### config.mk
export PLATFORM = sky130hd
export DESIGN_NAME = hamming_enc_ser
export DESIGN_NICKNAME = d
export VERILOG_FILES = /design/src/rtl/hamming_pkg.sv /design/src/rtl/hamming_enc_core.sv /design/src/rtl/hamming_enc_ser.sv
export SDC_FILE = /design/constraint.sdc
export NUM_CORES = 1
export LEC_CHECK = 0
export CORE_ASPECT_RATIO = 0.7
export CORE_MARGIN = 2
export CORE_UTILIZATION = 61
export DETAILED_ROUTE_END_ITERATION = 7
export DONT_BUFFER_PORTS = 1
export PLACE_DENSITY = 0.77
export SYNTH_ARGS = -nofsm -noshare
export SYNTH_HDL_FRONTEND = slang
export SYNTH_SLANG_ARGS = --single-unit
### constraint.sdc
create_clock -name clk -period 1.85 [get_ports clk]
set_clock_uncertainty 0.1 [all_clocks]
set_input_delay 0.37 -clock clk [delete_from_list [all_inputs] [get_ports clk]]
set_output_delay 0.37 -clock clk [all_outputs]
set_load 0.1 [all_outputs]
### src/rtl/hamming_pkg.sv
// Shared Hamming(12,8) definitions: widths, bit positions and the
// parity coverage helper used by both the encoder and the decoder.
package hamming_pkg;

  localparam int DATA_W = 8;
  localparam int CODE_W = 12;
  localparam int PAR_W  = 4;
  localparam int POS_W  = 4;
  localparam int CNT_W  = 4;

  // Index of the final serial bit of a codeword
  localparam logic [CNT_W-1:0] LAST_BIT = 4'd11;

  // 1-based codeword positions of D0..D7 (D0 in the lowest field)
  localparam logic [DATA_W*POS_W-1:0] DATA_POS =
    {4'd12, 4'd11, 4'd10, 4'd9, 4'd7, 4'd6, 4'd5, 4'd3};

  // 1-based codeword positions of p1, p2, p4, p8 (p1 in the lowest field)
  localparam logic [PAR_W*POS_W-1:0] PAR_POS =
    {4'd8, 4'd4, 4'd2, 4'd1};

  typedef enum logic {
    IDLE  = 1'b0,
    SHIFT = 1'b1
  } ser_state_t;

  // Data bits covered by the parity bit sitting at position ppos: a data
  // bit is covered when its position shares the ppos bit.
  function automatic logic [DATA_W-1:0] data_mask(input logic [POS_W-1:0] ppos);
    logic [DATA_W-1:0] m;
    m = '0;
    for (int i = 0; i < DATA_W; i++) begin
      m[i] = |(DATA_POS[i*POS_W +: POS_W] & ppos);
    end
    return m;
  endfunction

endpackage

### src/rtl/hamming_enc_core.sv
// Combinational Hamming(12,8) encoder: scatters the data byte into its
// codeword positions and fills the four even-parity positions.
module hamming_enc_core
  import hamming_pkg::*;
(
  input  logic [DATA_W-1:0] data,
  output logic [CODE_W-1:0] code
);

  // Data bits land on the non-power-of-two positions
  for (genvar gi = 0; gi < DATA_W; gi++) begin : g_data
    localparam int POS = int'(DATA_POS[gi*POS_W +: POS_W]);
    assign code[POS-1] = data[gi];
  end

  // Each parity bit is the XOR of the data bits it covers (even parity)
  for (genvar gi = 0; gi < PAR_W; gi++) begin : g_par
    localparam logic [POS_W-1:0]  PPOS = PAR_POS[gi*POS_W +: POS_W];
    localparam logic [DATA_W-1:0] MASK = data_mask(PPOS);
    assign code[int'(PPOS)-1] = ^(data & MASK);
  end

endmodule

### src/rtl/hamming_enc_ser.sv
// Hamming(12,8) encoder with a serializer. An accepted byte is encoded,
// latched on code_out and shifted out one bit per cycle; a new byte may be
// accepted on the last bit so frames run back to back without gaps.
module hamming_enc_ser
  import hamming_pkg::*;
#(
  parameter bit LSB_FIRST = 1'b1
) (
  input  logic              clk,
  input  logic              rst_n,
  input  logic              in_valid,
  output logic              in_ready,
  input  logic [DATA_W-1:0] in_data,
  output logic [CODE_W-1:0] code_out,
  output logic              code_valid,
  output logic              ser_out,
  output logic              ser_frame
);

  ser_state_t         state_reg, state_next;
  logic [CNT_W-1:0]   cnt_reg, cnt_next;
  logic [CODE_W-1:0]  shift_reg, shift_next;
  logic [CODE_W-1:0]  code_reg, code_next;
  logic               code_valid_reg, code_valid_next;
  logic [CODE_W-1:0]  enc_code;
  logic [CODE_W-1:0]  shift_adv;
  logic               accept;

  hamming_enc_core u_core (
    .data (in_data),
    .code (enc_code)
  );

  // Ready when idle or on the final bit; held low while in reset
  assign in_ready = rst_n & ((state_reg == IDLE) | (cnt_reg == LAST_BIT));
  assign accept   = in_valid & in_ready;

  // The outgoing bit always sits at the register end facing ser_out
  assign shift_adv = LSB_FIRST ? (shift_reg >> 1) : (shift_reg << 1);

  assign code_out   = code_reg;
  assign code_valid = code_valid_reg;
  assign ser_frame  = (state_reg == SHIFT);
  assign ser_out    = ser_frame & (LSB_FIRST ? shift_reg[0] : shift_reg[CODE_W-1]);

  // Next-state: load on accept, otherwise step through the frame
  always_comb begin
    state_next      = state_reg;
    cnt_next        = cnt_reg;
    shift_next      = shift_reg;
    code_next       = code_reg;
    code_valid_next = accept;
    case (state_reg)
      IDLE: begin
        if (accept) begin
          state_next = SHIFT;
          cnt_next   = '0;
          shift_next = enc_code;
          code_next  = enc_code;
        end
      end
      SHIFT: begin
        if (accept) begin
          // Only reachable on the last bit: chain straight into the new word
          cnt_next   = '0;
          shift_next = enc_code;
          code_next  = enc_code;
        end else if (cnt_reg == LAST_BIT) begin
          state_next = IDLE;
          cnt_next   = '0;
          shift_next = '0;
        end else begin
          cnt_next   = cnt_reg + 1'b1;
          shift_next = shift_adv;
        end
      end
      default: begin
        state_next = IDLE;
        cnt_next   = '0;
        shift_next = '0;
      end
    endcase
  end

  // State register; reset aborts any frame in progress
  always_ff @(posedge clk or negedge rst_n) begin
    if (!rst_n) begin
      state_reg      <= IDLE;
      cnt_reg        <= '0;
      shift_reg      <= '0;
      code_reg       <= '0;
      code_valid_reg <= 1'b0;
    end else begin
      state_reg      <= state_next;
      cnt_reg        <= cnt_next;
      shift_reg      <= shift_next;
      code_reg       <= code_next;
      code_valid_reg <= code_valid_next;
    end
  end

endmodule

==> results of run 1 <==
-- metrics by stage --
| stage | hold slack (ns) | instances | TNS (ns) | worst slack, ns |
|---|---|---|---|---|
| floorplan | -0.02559 | 106 | -0.06105 | -0.06105 |
| global placement | -0.02510 | 143 | 0 | 0.1375 |
| detailed placement | -0.02506 | 143 | 0 | 0.06990 |
| CTS | 0.06217 | 158 | -0.03731 | -0.03731 |
| global route | 0.04267 | 159 | -0.09910 | -0.09910 |
| finish | 0.06556 | 159 | -0.02784 | -0.02784 |
-- routing by layer --
metal	share of wire	track usage	wire length (µm)	up-vias
li1	-	-	-	423
met1	0.45	0.3563	1303	467
met2	0.49	0.3638	1436	31
met3	0.053	0.1164	154	2
met4	0.0034	0.07391	10	0
met5	0	0	0	-
-- cell usage after synthesis, drive strengths merged, types with 2 or more instances --
cell type,instances
nand2,5
xnor2,6
mux2i,5
o21ai,8
buf,3
a221o,7
xor2,3
and2,2
clkbuf,2
a32oi,4
inv,5
dfrtp,30
and3,7
mux2,8
-- layout make-up --
class | count | area [µm²]
Clock buffer | 6 | 51.30
Timing Repair Buffer | 18 | 166.4
Inverter | 5 | 21.27
Multi-Input combinational cell | 66 | 610.6
Clock inverter | 2 | 12.51
Tap cell | 32 | 40.04
Fill cell | 128 | 498.0
Sequential cell | 30 | 754.5
-- worst max path at each step --
| stage | start | endpoint | slack [ns] | cells past startpoint |
|---|---|---|---|---|
| after CTS | cnt_reg[0] | in_ready | -0.04 | 4 |
| after detailed placement | cnt_reg[0] | in_ready | 0.07 | 4 |
| final | cnt_reg[1] | in_ready | -0.03 | 4 |
| after floorplan | ser_frame | ser_out | -0.06 | 2 |
| after global routing | cnt_reg[1] | in_ready | -0.1 | 4 |
| after global placement | cnt_reg[1] | in_ready | 0.14 | 4 |
-- cell usage in the layout (no fill, tap or decap), drive strengths merged --
| cell type | instances |
|---|---|
| nor2b | 1 |
| clkinv | 1 |
| xnor3 | 1 |
| and3 | 7 |
| nand3b | 1 |
| and2 | 2 |
| a22o | 1 |
| nor2 | 1 |
| dlygate4sd3 | 1 |
| mux2 | 8 |
| a21oi | 1 |
| buf | 17 |
| a32oi | 4 |
| inv | 5 |
| xnor2 | 6 |
| xor3 | 1 |
| ha | 1 |
| o21ai | 8 |
| a221o | 7 |
| nand3 | 1 |
| clkbuf | 6 |
| xor2 | 3 |
| mux2i | 5 |
| clkinvlp | 1 |
| nand2 | 5 |
| a21o | 1 |
| dfrtp | 30 |
| nand2b | 1 |
-- what timing repair did --
item                                    in CTS  in global routing
hold buffers                                 2                  0
hold endpoints to repair                    30                  0
pin swaps                                    3                  0
gates resized for setup                      4                  3
endpoints found under the setup margin       1                  7
setup buffers                                5                  1
-- kinds of logic (layout without fill, tap and decap cells) --
logic type | count (synthesis) | in the layout | share of synthesized area
AOI/OAI and AO/OA | 22 | 22 | 0.1250
xor gates and xnor gates | 11 | 11 | 0.08993
adders and majority gates | 1 | 1 | 0.008991
buffers and inverters | 10 | 31 | 0.03866
DFF | 30 | 30 | 0.5396
muxes | 13 | 13 | 0.1142
and+or+nand+nor | 19 | 19 | 0.08363
==> results.md, run 1 <==
- Outcome: finished with violations
- Failing checks: negative setup slack
- Worst hold stages: 1
- Via-per-instance ratio: 5.805
- Syn nets: 118
- CP top delay family: simple AND/OR/NAND/NOR gates
- Vias in the first global route: 945
- First-pass iteration count of the detailed router: 4
- Ys Warns: 0
- Achievable Freq: 532.5 MHz
- RSZ-0062 raised after global routing: true
- Initial Utilization: 0.6458
- Setup WS post-layout: -0.02784 ns
- Endpoints failing setup: 1
- Top cell type's share of synthesized area: 0.5396
- Mapped Area: 1391 µm²
- Via Count: 923
- Final WL: 2905 µm
- Final core utilization: 0.7689
- Yosys top cell by area: dfrtp_1
- CTS Buf Count: 5
- Grt ovf: 0
- CP required: 1.38 ns
- Max-cap viol count: 0
- DIE HEIGHT: 43.96 µm
- RR Startpoint: cnt_reg[1]
- Relative slew slack: 0.3943
- CTS clk-pin slew, worst paths: 0.10 ns
- Sequential-to-total area share from yosys stat: 0.5396
- Async SR Flop Fraction: 1.000
- R2r endpoint: code_out[11]
- Initial antenna violation count: 0
- Hold crit path type: primary input to register
- Root buf cell: clkbuf_4
- CP peak stage delay: 0.41 ns
- DRT iter0 DRCs: 60
- I/O pins: 27
- Rows: 14
- Buf/Inv on CP: 0
- Slowest-stage cell, CP: dfrtp_1
- Distinct cells, synth: 29
- Layout cells sized above 1: 0.3228
- Max-slew violation count: 0
- CTS tree: done
- Clock Tree Buf Depth: 2
- Final Net Count: 138
- R2R setup slack: 0.08 ns
- PortBufs: 0
- H-Tree Depth: 2
- First-pass GRT wire length: 4685 µm
- Final instance area: 1657 µm²
- Hold path endpoint: shift_reg[11]
- Period minus WS final: 1.878 ns
- Clock Sinks: 30
- Post-DP HPWL: 1779 µm
- Diodes inserted: 0
- Critical Path AT: 1.41 ns
- Critical path, cell by cell: ha_4 > nand3b_4 > nand2_4 > and2_4
- Fin crit share: 1.015
- Placer Congestion: 0.7918
- #FFs+latches synth: 30
- DP Area: 1491 µm²
- Post-DRT Antenna Nets: 0
- Final hold vios: 0
- Core Region: 2155 µm²
- Critical path class: register to output pin
- Synth top area cells: dfrtp_1, mux2_4, a221o_1
- Min-Delay Startpoint: in_data[7]
- Reg2reg path depth: 6
- GRT Util Overall: 0.2563
- WL/cell: 18.27 µm
- Skew-Pair Late Insertion Delay: 0.33 ns
- Largest net degree at the start of global routing: 31
- Die extent in x: 61.08 µm
- CP Launch Type: register
- Primary FF master, synth: dfrtp_1
- Syn avg cell area: 13.13 µm²
- Drt drc: 0
- Post-synth EDFFs: 0
- Tightest Pin Transition: 0.9085 ns
- Crit-path max FO: 2
- Area Growth Syn to Fin: 19.06%
- Cells after synthesis: 106
- Die area: 2685 µm²
- CP endpoint kind: output pin
Power of run 1 is not shown: default switching activity piles up to over one toggle a cycle in this logic, so the estimate is an artifact.
==> inputs of run 2 (changes only) <==
- CORE_UTILIZATION: 61 -> 48
- PLACE_DENSITY: 0.77 -> not set
==> results.md, run 2 (synthesis results as in run 1) <==
- CP Launch Type: register
- H-Tree Depth: 2
- Via-per-instance ratio: 5.619
- First-pass iteration count of the detailed router: 4
- Relative slew slack: 0.3973
- CTS tree: done
- Reg2reg path depth: 5
- Initial antenna violation count: 0
- CTS Buf Count: 5
- Commonest non-fill, non-tap cell in the layout: dfrtp_1
- Final WL: 2832 µm
- Final hold vios: 0
- First-pass GRT wire length: 4692 µm
- # fillers: 225
- Die area: 3352 µm²
- Hold crit path type: primary input to register
- Initial Utilization: 0.5000
- Grt ovf: 0
- DP Worst Slack: 0.1219 ns
- Drt drc: 0
- Critical path class: register to output pin
- Skew-Pair Late Insertion Delay: 0.28 ns
- PortBufs: 0
- Max-cap viol count: 0
- WL/cell: 17.70 µm
- Final Net Count: 136
- Slowest-stage cell, CP: dfrtp_1
- Commonest cells after routing, fill and taps aside: dfrtp_1, buf_4, and3_1, a221o_1, o21ai_0
- RSZ-0062 raised after global routing: true
- Outcome: complete, no violations
- GRT Util Overall: 0.1971
- Diodes inserted: 0
- Die extent in x: 68.35 µm
- DIE HEIGHT: 49.05 µm
- CTS clk-pin slew, worst paths: 0.06 ns
- Post-DP HPWL: 1796 µm
- Rows: 16
- Achievable Freq: 541.6 MHz
- Crit-path max FO: 5
- Core Region: 2783 µm²
- Clock Tree Buf Depth: 2
- Critical Path AT: 1.38 ns
- Endpoints failing setup: 0
- Placer Congestion: 0.7277
- Critical path, cell by cell: ha_4 > nand3b_4 > nand2_4 > and2_4
- Fin crit share: 0.9981
- DRT iter0 DRCs: 51
- Period minus WS final: 1.847 ns
- Root buf cell: clkbuf_8
- Clock Sinks: 30
- Worst hold stages: 1
- Area Growth Syn to Fin: 18.80%
- Post-DRT Antenna Nets: 0
- CP required: 1.38 ns
- Largest net degree at the start of global routing: 31
- CP peak stage delay: 0.40 ns
- Max-slew violation count: 0
- Layout cells sized above 1: 0.2903
- I/O pins: 27
- Tightest Pin Transition: 0.9041 ns
- Setup WS post-layout: 0.003465 ns
- Via Count: 899
- CP endpoint kind: output pin
- Vias in the first global route: 987
[run 2: path summary, 6_finish.rpt]
check / endpoint / slack [ns] / from
max: in_ready / 0.003 / cnt_reg[1]
min: shift_reg[6] / 0.13 / in_data[3]
max reg2reg: shift_reg[2] / 0.20 / cnt_reg[1]
min reg2reg: shift_reg[0] / 0.39 / shift_reg[0]
max in group asynchronous: ser_frame / 1.04 / rst_n
min in group asynchronous: shift_reg[1] / 0.43 / rst_n
[run 2: layer usage]
| metal | up-vias | global-route usage | part of all wire |
|---|---|---|---|
| li1 | 417 | - | - |
| met2 | 24 | 0.2767 | 0.45 |
| met3 | 5 | 0.06697 | 0.052 |
| met4 | 0 | 0.08000 | 0.011 |
| met1 | 453 | 0.2787 | 0.49 |
| met5 | - | 0 | 0 |
[run 2: critical path: cells and delay by family, from the launching register on]
family	cells	cell delay [ns]
flops	1	0.40
simple gates	3	0.52
fa+ha+maj	1	0.17
[run 2: final cells by class]
class                   count  area (µm²)  share of cell area
clock buffers               7       76.32             0.04618
inverters                   5       18.77             0.01136
multi-input cells          66       610.6              0.3694
flip-flops and latches     30       754.5              0.4565
well taps                  36       45.04             0.02725
repair buffers             16       147.6             0.08933
[run 2: repair_timing]
item,4_1_cts,5_1_grt
endpoints found under the setup margin,1,1
hold endpoints to repair,30,0
buffers inserted,3,1
hold buffers,2,0
gates resized for setup,4,0
pin swaps,3,1
[run 2: through the flow]
step	instance area [µm²]	std cells	util	hold WS, ns	setup TNS, ns
final	1653	160	0.5940	0.1337	0
after global routing	1653	160	0.5940	0.1246	-0.04293
after CTS	1645	159	0.5913	0.1301	0
after detailed placement	1496	147	0.5378	-0.02516	0
after global placement	1496	147	0.5378	-0.02506	0
after floorplan	1399	106	-	-0.02559	-0.06105
Power of run 2 is left out for the same reason.
==> inputs of run 3 (changes only) <==
- CTS_CLUSTER_SIZE: not set -> 14
==> results of run 3 <==
No change in the layout: final DEF, timing and power equal those of run 2.
Power of run 3 is left out for the same reason.
